[src/rtl/dmem_arbiter.sv]
// Arbiter sharing one single-port data memory between the CPU MEM stage and an external port.
// CPU has priority. Starved external requests are forced through. Locked bursts give the external port exclusive ownership.
module dmem_arbiter #(
  parameter int ADDR_W     = 32,
  parameter int DATA_W     = 32,
  parameter int STARVE_LIM = 8,
  parameter int BURST_MAX  = 16
) (
  input  logic              clk,
  input  logic              arst_n,
  input  logic              cpu_req,
  input  logic              cpu_wen,
  input  logic [ADDR_W-1:0] cpu_addr,
  input  logic [DATA_W-1:0] cpu_wdata,
  output logic              cpu_gnt,
  output logic              cpu_rvalid,
  output logic [DATA_W-1:0] cpu_rdata,
  output logic              stall,
  input  logic              ext_req,
  input  logic              ext_wen,
  input  logic              ext_lock,
  input  logic [ADDR_W-1:0] ext_addr,
  input  logic [DATA_W-1:0] ext_wdata,
  output logic              ext_gnt,
  output logic              ext_rvalid,
  output logic [DATA_W-1:0] ext_rdata,
  output logic [ADDR_W-1:0] mem_addr,
  output logic              mem_wen,
  output logic              mem_ren,
  output logic [DATA_W-1:0] mem_wdata,
  input  logic [DATA_W-1:0] mem_rdata
);

  localparam int SW = $clog2(STARVE_LIM + 1);
  localparam int BW = $clog2(BURST_MAX + 1);

  typedef enum logic {OWN_CPU, OWN_EXT} state_t;
  typedef enum logic [1:0] {RD_NONE, RD_CPU, RD_EXT} rd_owner_t;

  state_t    state_reg, state_next;
  logic [SW-1:0] starve_cnt_reg, starve_cnt_next;
  logic [BW-1:0] burst_cnt_reg, burst_cnt_next;
  logic [BW-1:0] burst_cnt_inc;
  logic      first_back_reg, first_back_next;
  rd_owner_t rd_owner_reg, rd_owner_next;

  // State register
  always_ff @(posedge clk or negedge arst_n) begin
    if (!arst_n) begin
      state_reg      <= OWN_CPU;
      starve_cnt_reg <= '0;
      burst_cnt_reg  <= '0;
      first_back_reg <= 1'b0;
      rd_owner_reg   <= RD_NONE;
    end else begin
      state_reg      <= state_next;
      starve_cnt_reg <= starve_cnt_next;
      burst_cnt_reg  <= burst_cnt_next;
      first_back_reg <= first_back_next;
      rd_owner_reg   <= rd_owner_next;
    end
  end

  assign burst_cnt_inc = burst_cnt_reg + BW'(1);

  // Next-state logic
  always_comb begin
    state_next      = state_reg;
    burst_cnt_next  = burst_cnt_reg;
    first_back_next = 1'b0;
    starve_cnt_next = starve_cnt_reg;

    case (state_reg)
      OWN_CPU: begin
        if (ext_gnt && ext_lock && (BURST_MAX > 1)) begin
          state_next     = OWN_EXT;
          burst_cnt_next = BW'(1);
        end
      end
      OWN_EXT: begin
        // Exit when the lock or request drops, or when this grant completes the burst.
        // The first OWN_CPU cycle after an exit belongs to the CPU.
        if (!ext_gnt || (burst_cnt_inc == BW'(BURST_MAX))) begin
          state_next      = OWN_CPU;
          burst_cnt_next  = '0;
          first_back_next = 1'b1;
        end else begin
          burst_cnt_next = burst_cnt_inc;
        end
      end
      default: begin
        state_next = OWN_CPU;
      end
    endcase

    if (!ext_req || ext_gnt) begin
      starve_cnt_next = '0;
    end else if ((state_reg == OWN_CPU) && (starve_cnt_reg < SW'(STARVE_LIM))) begin
      starve_cnt_next = starve_cnt_reg + SW'(1);
    end

    rd_owner_next = RD_NONE;
    if (cpu_gnt && !cpu_wen) begin
      rd_owner_next = RD_CPU;
    end else if (ext_gnt && !ext_wen) begin
      rd_owner_next = RD_EXT;
    end
  end

  // Output logic: grants are gated by reset so nothing reaches the SRAM while it is held
  always_comb begin
    cpu_gnt = 1'b0;
    ext_gnt = 1'b0;
    if (arst_n) begin
      case (state_reg)
        OWN_CPU: begin
          if (cpu_req && ((starve_cnt_reg < SW'(STARVE_LIM)) || !ext_req || first_back_reg)) begin
            cpu_gnt = 1'b1;
          end else if (ext_req) begin
            ext_gnt = 1'b1;
          end
        end
        OWN_EXT: begin
          ext_gnt = ext_req & ext_lock;
        end
        default: begin
          cpu_gnt = 1'b0;
        end
      endcase
    end

    mem_addr  = '0;
    mem_wdata = '0;
    mem_wen   = 1'b0;
    mem_ren   = 1'b0;
    if (cpu_gnt) begin
      mem_addr  = cpu_addr;
      mem_wdata = cpu_wdata;
      mem_wen   = cpu_wen;
      mem_ren   = ~cpu_wen;
    end else if (ext_gnt) begin
      mem_addr  = ext_addr;
      mem_wdata = ext_wdata;
      mem_wen   = ext_wen;
      mem_ren   = ~ext_wen;
    end
  end

  assign stall      = cpu_req & ~cpu_gnt;
  assign cpu_rvalid = (rd_owner_reg == RD_CPU);
  assign ext_rvalid = (rd_owner_reg == RD_EXT);
  assign cpu_rdata  = mem_rdata;
  assign ext_rdata  = mem_rdata;

endmodule
[config.mk]
export PLATFORM = sky130hd
export DESIGN_NAME = dmem_arbiter
export DESIGN_NICKNAME = d
export VERILOG_FILES = /design/src/rtl/dmem_arbiter.sv
export SDC_FILE = /design/constraint.sdc
export NUM_CORES = 1
export LEC_CHECK = 0
export CORE_AREA = 2 2 119 121
export DETAILED_ROUTE_END_ITERATION = 8
export DIE_AREA = 0 0 121 123
export PLACE_DENSITY = 0.58
export SLEW_MARGIN = 0
export SYNTH_ARGS = -nofsm -noshare
export SYNTH_HDL_FRONTEND = slang
export SYNTH_SLANG_ARGS = --single-unit
[constraint.sdc]
create_clock -name clk -period 1.5 [get_ports clk]
set_input_delay 0.15 -clock clk [delete_from_list [all_inputs] [get_ports clk]]
set_output_delay 0.15 -clock clk [all_outputs]
set_load 0.01 [all_outputs]
### Yosys cells after proc, flatten, opt, wreduce, memory -nomap -nowiden

Cells that the tools add are included.

* flip-flop bits (word level): 13
* input port bits: 167
* word-level logic and storage cells: 59

* add/sub/neg operators: 2
* magnitude comparators: 1
* equality and inequality tests: 4
* mux-type cells: 27
* bitwise operators: 6
* reduce and logical (&&, ||, !) cells: 14

Operators by type and width (count)
* 32-bit 2-to-1 mux: 4
* 1-bit 2-to-1 mux: 14
* 5-bit 2-to-1 mux: 2
* 5-bit one-hot mux with 2 select lines: 1
* 4-bit 2-to-1 mux: 2
* 5-bit by 1-bit adder with 5-bit output (second input constant): 1
* 5-bit == test (second input constant): 1
* 1-bit logical AND: 5
* 4-bit by 1-bit adder with 4-bit output (second input constant): 1
* 1-bit zero test: 4
* 1-bit logical OR: 4
* 4-bit less-than comparator (second input constant): 1
* 2-bit 2-to-1 mux: 2
* 1-bit NOT: 4
* 1-bit one-hot mux with 2 select lines: 2
* 1-bit bitwise AND: 2
* 2-bit by 1-bit == test with 1-bit output (second input constant): 1
* 2-bit == test (second input constant): 1
* 2-bit inequality test (second input constant): 1
* 2-bit nonzero test: 1

### Longest topological paths before layout

Gate-level depths: netlist (run 1).

* depth after elaboration: 11
* depth in mapped cells: 6
* gate-level depth less buffers: 5

### Worst setup path before layout (run 1)

OpenSTA, ideal clock, no wires.

* kind: register to output
* start: register starve_cnt_reg[3]
* end: output mem_addr[0]
* arrival time: 1342 ps
* slack: 8 ps
* cell stages (with the launch flop): 6
* buffers on the path: 2
* cell sequence: dfrtp_1 > nor2b_4 > a211oi_4 > buf_4 > buf_2 > a22o_1

* longest elaborated chain between the ends: 9

Ends and longest elaborated chain
* start: declaration: RTL line 41 `logic [SW-1:0] starve_cnt_reg, starve_cnt_next;`
* start signal: assignment: RTL line 57 `starve_cnt_reg <= starve_cnt_next;`
* 4-bit less-than comparator (*): RTL line 117 `if (cpu_req && ((starve_cnt_reg < SW'(STARVE_LIM)) || !ext_req || first_back_reg)) begin`
* 1-bit logical OR (*) (2 in a row): RTL line 117
* 1-bit logical AND (*): RTL line 117
* 1-bit 2-to-1 mux: RTL line 117
* 1-bit one-hot mux with 2 select lines: RTL line 115 `case (state_reg)`
* 1-bit 2-to-1 mux: RTL line 114 `if (arst_n) begin`
* 32-bit 2-to-1 mux: RTL line 141 `end else if (ext_gnt) begin`
* 32-bit 2-to-1 mux (*): RTL line 136 `if (cpu_gnt) begin`
* end: declaration: RTL line 27 `output logic [ADDR_W-1:0] mem_addr,`

Every way passes the cells marked *; elsewhere a longest branch is shown, timed or not.

### Worst setup path after layout (run 1)

* start: register state_reg
* end: output mem_addr[21]

* longest elaborated chain between the ends: 5

Ends and longest elaborated chain
* start: declaration: RTL line 40 `state_t state_reg, state_next;`
* start signal: assignment: RTL line 56 `state_reg <= state_next;`
* 1-bit NOT
* 1-bit one-hot mux with 2 select lines: RTL line 115
* 1-bit 2-to-1 mux: RTL line 114
* 32-bit 2-to-1 mux: RTL line 141
* 32-bit 2-to-1 mux (*): RTL line 136

Marked as above.

==> results of run 1 <==
-- area by class of cell --
cell class,count,area [µm²],area share
well taps,180,225,0.0583
flip-flops and latches,13,325,0.0842
multi-input cells,120,967,0.250
repair buffers,237,2250,0.581
inverters,5,21.3,0.00550
clock buffers,4,78.8,0.0204
-- per-layer routing --
metal | global-route usage | vias to the layer above
li1 | - | 1067
met2 | 0.208 | 135
met4 | 0.0291 | 0
met1 | 0.144 | 1120
met3 | 0.0286 | 19
met5 | 0 | -
-- synthesized netlist by cell type --
cell type,n,share of area
o21bai_1,1,0.0040
clkbuf_1,1,0.0020
nand3_1,4,0.011
ha_1,2,0.013
buf_6,3,0.018
o221ai_2,1,0.0081
a22oi_1,1,0.0040
xor2_1,3,0.014
a21o_1,1,0.0040
and3_1,1,0.0034
a22o_1,65,0.31
a41oi_1,1,0.0047
buf_4,66,0.27
o21ai_0,3,0.0081
o21a_1,1,0.0040
nand4b_1,2,0.0094
nor3_1,1,0.0027
o22ai_1,3,0.010
a21oi_1,5,0.013
xnor2_1,1,0.0047
buf_2,9,0.024
nor2b_4,1,0.0074
nor3b_1,1,0.0040
nor2_2,1,0.0034
nor2_1,4,0.0081
nand2_1,10,0.020
inv_1,5,0.010
dfrtp_1,13,0.17
nand2b_4,1,0.0074
a211oi_4,1,0.011
nand3b_1,1,0.0040
nor2b_1,4,0.013
-- where the power goes --
group | internal (W) | leakage [nW] | switching (W) | total [W]
sequential | 0.000370 | 0.176 | 0.0000197 | 0.000390
combinational | 0.000621 | 1.50 | 0.000367 | 0.000988
clock | 0.000358 | 0.0382 | 0.000138 | 0.000496
total | 0.00135 | 1.72 | 0.000525 | 0.00187
-- worst max-delay path: stages, from the launching register on --
cell,delay (ns)
dfrtp_1,0.39
nand2b_4,0.17
buf_6,0.12
a211oi_4,0.17
buf_4,0.19
buf_16,0.17
a22o_1,0.16
clkdlybuf4s15_1,0.24
-- worst max path at each step --
stage / startpoint / end / slack [ns] / depth (start not counted)
final: state_reg / mem_addr[21] / -0.52 / 7
after global routing: state_reg / mem_wdata[30] / -0.59 / 7
after CTS: state_reg / mem_wdata[30] / -0.52 / 7
after detailed placement: cpu_req / mem_wdata[27] / -0.79 / 6
after global placement: cpu_req / mem_wdata[27] / -0.77 / 6
after floorplan: starve_cnt_reg[3] / mem_addr[0] / 0.008 / 5
-- cells by family (layout without fill, tap and decap cells) --
logic type | count (synthesis) | in the layout | synth area share
buffers and inverters | 84 | 246 | 0.321
AND/OR/NAND/NOR | 31 | 31 | 0.0942
XOR/XNOR | 4 | 4 | 0.0188
flip-flops | 13 | 13 | 0.175
adder cells (fa/ha/maj) | 2 | 2 | 0.0135
AO/OA/AOI/OAI | 83 | 83 | 0.378
-- per-stage QoR --
step / hold slack [ns] / power (W) / instances / utilization / instance area [µm²]
after floorplan: -0.146 / 0.000857 / 217 / - / 1860
after global placement: 0.300 / 0.00135 / 537 / 0.271 / 3690
after detailed placement: 0.300 / 0.00136 / 537 / 0.271 / 3690
after CTS: 0.0909 / 0.00188 / 559 / 0.284 / 3860
after global routing: 0.107 / 0.00197 / 559 / 0.284 / 3860
final: 0.0900 / 0.00187 / 559 / 0.284 / 3860
-- repair_timing --
item,4_1_cts,5_1_grt
hold buffers,0,0
setup buffers,13,0
resized for setup,276,2
pin swaps,14,1
cloned,6,1
setup endpoints to repair,73,77
==> flow_metrics.py, run 1 <==
metrics = {
    "layout": {
        "fill_cells": 1442,
        "mostFrequentLayoutCell": "clkdlybuf4s50_1",
        "area_growth_pct": 108,
        "diodes": 0,
        "final_cell_mix": "clkdlybuf4s50_1 (134), a22o_1 (64), buf_2 (50)",
        "num-nets-final": 549,
        "largest_reg_flops": 5,
        "layout-drive-gt1-share": 0.264,
    },
    "floorplan": {
        "die_x_um": 121,
        "core_area_um2": 13600,
        "die_h_um": 123,
        "rows": 43,
        "start_util": 0.137,
        "io-pin-count": 302,
        "die_area_um2": 14900,
    },
    "routing": {
        "wl_met3_um": 909,
        "drt_iter0_drc": 128,
        "dr.pass1.iters": 4,
        "drtAntennaViolNets": 0,
        "routed_via_density": 4.19,
        "dr.max_layer_used": "met4",
        "vias": 2341,
        "wl_met1_um": 3960,
        "met2_length_um": 5130,
        "drc": 0,
        "wl_per_cell_um": 18.2,
        "drt_wl_total_um": 10200,
    },
    "flow_run": {
        "max_cap_violations": 0,
    },
    "hold_path": {
        "hp-class": "in -> async",
    },
    "timing": {
        "fin_setup_tns_ns": -29.64,
        "rsz0062_at_grt": "true",
        "fin_ws_ns": -0.516,
        "maxSlewHeadroom": 0.528,
        "skew_ns": 0.00268,
        "finalCriticalPeriod_ns": 2.02,
        "worst_slew_pin_slew_ns": 0.701,
        "min_period_over_period": 1.34,
        "setup_viol": 74,
        "slew_viol_final": 0,
        "hold_violations": 0,
        "fmax_mhz": 496,
    },
    "power_and_ir_drop": {
        "ir_drop_mv": 0.717,
        "power_leakage_nw": 1.72,
        "p_per_area_nw_per_um2": 485,
    },
    "global_routing": {
        "grt_usage": 0.118,
        "grt_max_degree": 24,
        "grt_pass1_vias": 2282,
        "gr-total-overflow": 0,
        "grt_pass1_wl_um": 13400,
        "antenna_found_initial": 0,
    },
    "worst_setup_path": {
        "rrSetupSlack_ns": -0.08,
        "cp-start-kind": "flop",
        "critPathArrivalTime_ns": 1.87,
        "path_class": "reg -> out",
        "r2r-end": "burst_cnt_reg[1]",
        "r2r-start": "state_reg",
        "cp_max_fo": 23,
        "crit_required_ns": 1.35,
        "end_kind": "output pin",
        "r2r_cells": 5,
    },
    "yosys": {
        "syn_avg_cell_area_um2": 8.57,
        "ys_seq_area_frac": 0.175,
        "synth_fp_nets": 386,
        "synth_area_um2": 1860,
        "ys_types": 32,
        "synthCells": 217,
        "synth_seq_cells": 13,
        "ys_warn_count": 0,
    },
    "run_status": {
        "status": "finished with violations",
        "violations": "negative setup slack",
    },
    "clock_tree": {
        "clk_path_buf_depth": 2,
        "clk_pin_slew_ns": 0.05,
        "clock-sinks": 13,
        "htree_levels": 1,
        "insertion_delay_ns": 0.24,
        "clockRootBuffer": "clkbuf_16",
        "cts_tree": "built",
        "cts_buffers": 3,
    },
    "placement": {
        "io_buffers": 205,
        "post-place-ws_ns": -0.795,
        "gp_congestion": 0.788,
        "dp_hpwl_um": 7070,
    },
}
Power figures use the tool's default switching activity.
==> run 2, diff against run 1 <==
--- a/config.mk
+++ b/config.mk
@@ -5,6 +5,7 @@
 export SDC_FILE = /design/constraint.sdc
 export NUM_CORES = 1
 export LEC_CHECK = 0
+export ABC_CLOCK_PERIOD_IN_PS = 1500
 export CORE_AREA = 2 2 119 121
 export DETAILED_ROUTE_END_ITERATION = 8
 export DIE_AREA = 0 0 121 123
==> results of run 2 <==
No change in the layout: final DEF, timing and power equal those of run 1.
==> run 3, diff against run 2 <==
--- a/config.mk
+++ b/config.mk
@@ -10,6 +10,7 @@
 export DETAILED_ROUTE_END_ITERATION = 8
 export DIE_AREA = 0 0 121 123
 export PLACE_DENSITY = 0.58
+export SKIP_LAST_GASP = 1
 export SLEW_MARGIN = 0
 export SYNTH_ARGS = -nofsm -noshare
 export SYNTH_HDL_FRONTEND = slang
==> run 3 against run 2 <==
Against the previous run: the flow still finishes with violations (negative setup slack); first-iteration DRC count down 50%; non-clock buffer count up 3; register-to-register slack about the same; worst setup slack worse by 0.056 ns; die area unchanged; clock power about the same; routed wire length down 0.11%; sequential share of layout area down 0.19 points; clock-buffer cell count unchanged; worst hold slack better by 0.0020 ns; via count down 0.85%; critical endpoint is now mem_wdata[4]; largest power group unchanged; highest routed layer unchanged.
==> flow_metrics.py, run 3 (same netlist as run 1, synthesis figures left out) <==
metrics = {
    "routing": {
        "drtAntennaViolNets": 0,
        "vias": 2321,
        "drc": 0,
        "wl_per_cell_um": 18.1,
        "drt_wl_total_um": 10200,
        "dr.pass1.iters": 4,
        "routed_via_density": 4.13,
        "drt_iter0_drc": 64,
    },
    "global_routing": {
        "grt_max_degree": 24,
        "grt_pass1_wl_um": 13500,
        "gr-total-overflow": 0,
        "grt_pass1_vias": 2288,
        "grt_usage": 0.119,
        "antenna_found_initial": 0,
    },
    "worst_setup_path": {
        "cp_num_buf_inv": 4,
        "end_kind": "output pin",
        "crit_required_ns": 1.35,
        "cp-start-kind": "flop",
        "critPathSlowestCell": "dfrtp_1",
        "r2r-start": "state_reg",
        "path_delay_family": "buffers and inverters",
        "critPathArrivalTime_ns": 1.92,
        "crit_start": "state_reg",
        "path_cells": "nand2b_4 > buf_6 > a211oi_4 > buf_6 > buf_12 > a22o_1 > clkdlybuf4s15_2",
        "cp_max_fo": 12,
        "path_class": "reg -> out",
        "cp_common_cell": "buf_6",
        "crit_path_max_incr_delay_ns": 0.40,
    },
    "layout": {
        "layout-drive-gt1-share": 0.249,
        "num-nets-final": 552,
        "mostFrequentLayoutCell": "clkdlybuf4s50_1",
        "largest_reg_flops": 5,
        "post-route-util": 0.290,
        "diodes": 0,
        "final_cell_mix": "clkdlybuf4s50_1 (134), a22o_1 (64), buf_2 (24)",
        "fill_cells": 1437,
        "area_growth_pct": 113,
    },
    "timing": {
        "slew_viol_final": 0,
        "whs_ns": 0.0920,
        "maxSlewHeadroom": 0.525,
        "skew_ns": 0.00160,
        "rsz0062_at_grt": "true",
        "fin_ws_ns": -0.572,
        "min_period_over_period": 1.38,
        "fmax_mhz": 483,
        "worst_slew_pin_slew_ns": 0.705,
        "setup_viol": 75,
        "finalCriticalPeriod_ns": 2.07,
        "hold_violations": 0,
    },
    "power_and_ir_drop": {
        "clkPwrFrac": 0.262,
        "ir_drop_mv": 0.710,
        "switching_share": 0.277,
        "power_leakage_nw": 1.73,
        "seqPwrFrac": 0.207,
        "switchingPower_w": 0.000522,
        "p_per_area_nw_per_um2": 476,
        "cell_internal_pwr_w": 0.00136,
        "power.share.combinational": 0.531,
    },
    "floorplan": {
        "die_x_um": 121,
        "die_h_um": 123,
        "rows": 43,
        "core_area_um2": 13600,
        "io-pin-count": 302,
        "die_area_um2": 14900,
        "start_util": 0.137,
    },
    "clock_tree": {
        "cts_buffers": 3,
        "cts_tree": "built",
        "htree_levels": 1,
        "clockRootBuffer": "clkbuf_16",
        "clk_path_buf_depth": 2,
        "insertion_delay_ns": 0.24,
        "clock-sinks": 13,
        "clk_pin_slew_ns": 0.04,
    },
    "hold_path": {
        "hp-class": "in -> async",
    },
    "run_status": {
        "violations": "negative setup slack",
        "status": "finished with violations",
    },
    "placement": {
        "dp_hpwl_um": 7070,
        "io_buffers": 205,
        "gp_congestion": 0.788,
    },
    "flow_run": {
        "max_cap_violations": 0,
    },
}
## run 3: changes by cell type in the layout (fill, tap and decap cells not counted)
cell,change
buf_4,+2
inv_4,-1
clkdlybuf4s15_1,-1
buf_6,-2
clkbuf_2,+11
dlygate4sd2_1,+9
inv_2,+1
clkdlybuf4s15_2,+10
buf_12,+1
buf_2,-26
buf_16,-1
## run 3: repair_timing
action	in CTS	in global routing
gates resized for setup	198	31
hold buffers	0	0
setup endpoints to repair	73	77
setup buffers	13	4
pin swaps	6	12
cloned	6	1
## run 3: layout make-up
cell class | instances | area [µm²] | area share
multi-input cells | 120 | 967 | 0.245
flip-flops and latches | 13 | 325 | 0.0823
well taps | 180 | 225 | 0.0570
clock buffers | 4 | 78.8 | 0.0199
repair buffers | 240 | 2340 | 0.591
inverters | 5 | 18.8 | 0.00475
## run 3: per-layer routing
layer	wire [µm]	track usage	vias to the layer above
met1	4040	0.143	1110
met4	127	0.0240	0
li1	-	-	1075
met3	837	0.0291	15
met2	5160	0.214	121
met5	0	0	-
## run 3: per-stage QoR
stage | cell area, µm² | worst slack (ns) | total power (W) | TNS, ns | instances
after floorplan | 1860 | 0.00782 | 0.000857 | 0 | 217
after global placement | 3690 | -0.769 | 0.00135 | -48.84 | 537
after detailed placement | 3690 | -0.795 | 0.00136 | -50.48 | 537
after CTS | 3970 | -0.561 | 0.00189 | -32.53 | 559
after global routing | 3950 | -0.629 | 0.00198 | -37.61 | 562
final | 3950 | -0.572 | 0.00188 | -32.28 | 562
## run 3: power by group through the flow
stage | registers [W] | clock network [W] | logic, W
2_1_floorplan | 0.000391 | 0 | 0.000466
3_3_place_gp | 0.000394 | 0 | 0.000955
3_5_place_dp | 0.000396 | 0 | 0.000962
4_1_cts | 0.000390 | 0.000500 | 0.00100
5_1_grt | 0.000393 | 0.000525 | 0.00106
6_report | 0.000390 | 0.000494 | 0.000999
## run 3: worst paths after layout
kind	endpoint	slack, ns	cells past startpoint
worst min-delay path	burst_cnt_reg[2]	0.09	2
max in group asynchronous	burst_cnt_reg[3]	1.24	2
worst min register to register	starve_cnt_reg[2]	0.55	2
worst max register to register	burst_cnt_reg[1]	-0.09	5
worst max-delay path	mem_wdata[4]	-0.57	7
min in group clk	cpu_rdata[15]	0.30	0
## run 3: worst register-to-register path, stage by stage (launching register included)
cell and delay [ns]:
dfrtp_1 0.40, nand2b_4 0.17, buf_6 0.12, o21ai_0 0.56
nand2_1 0.12, o22ai_1 0.15
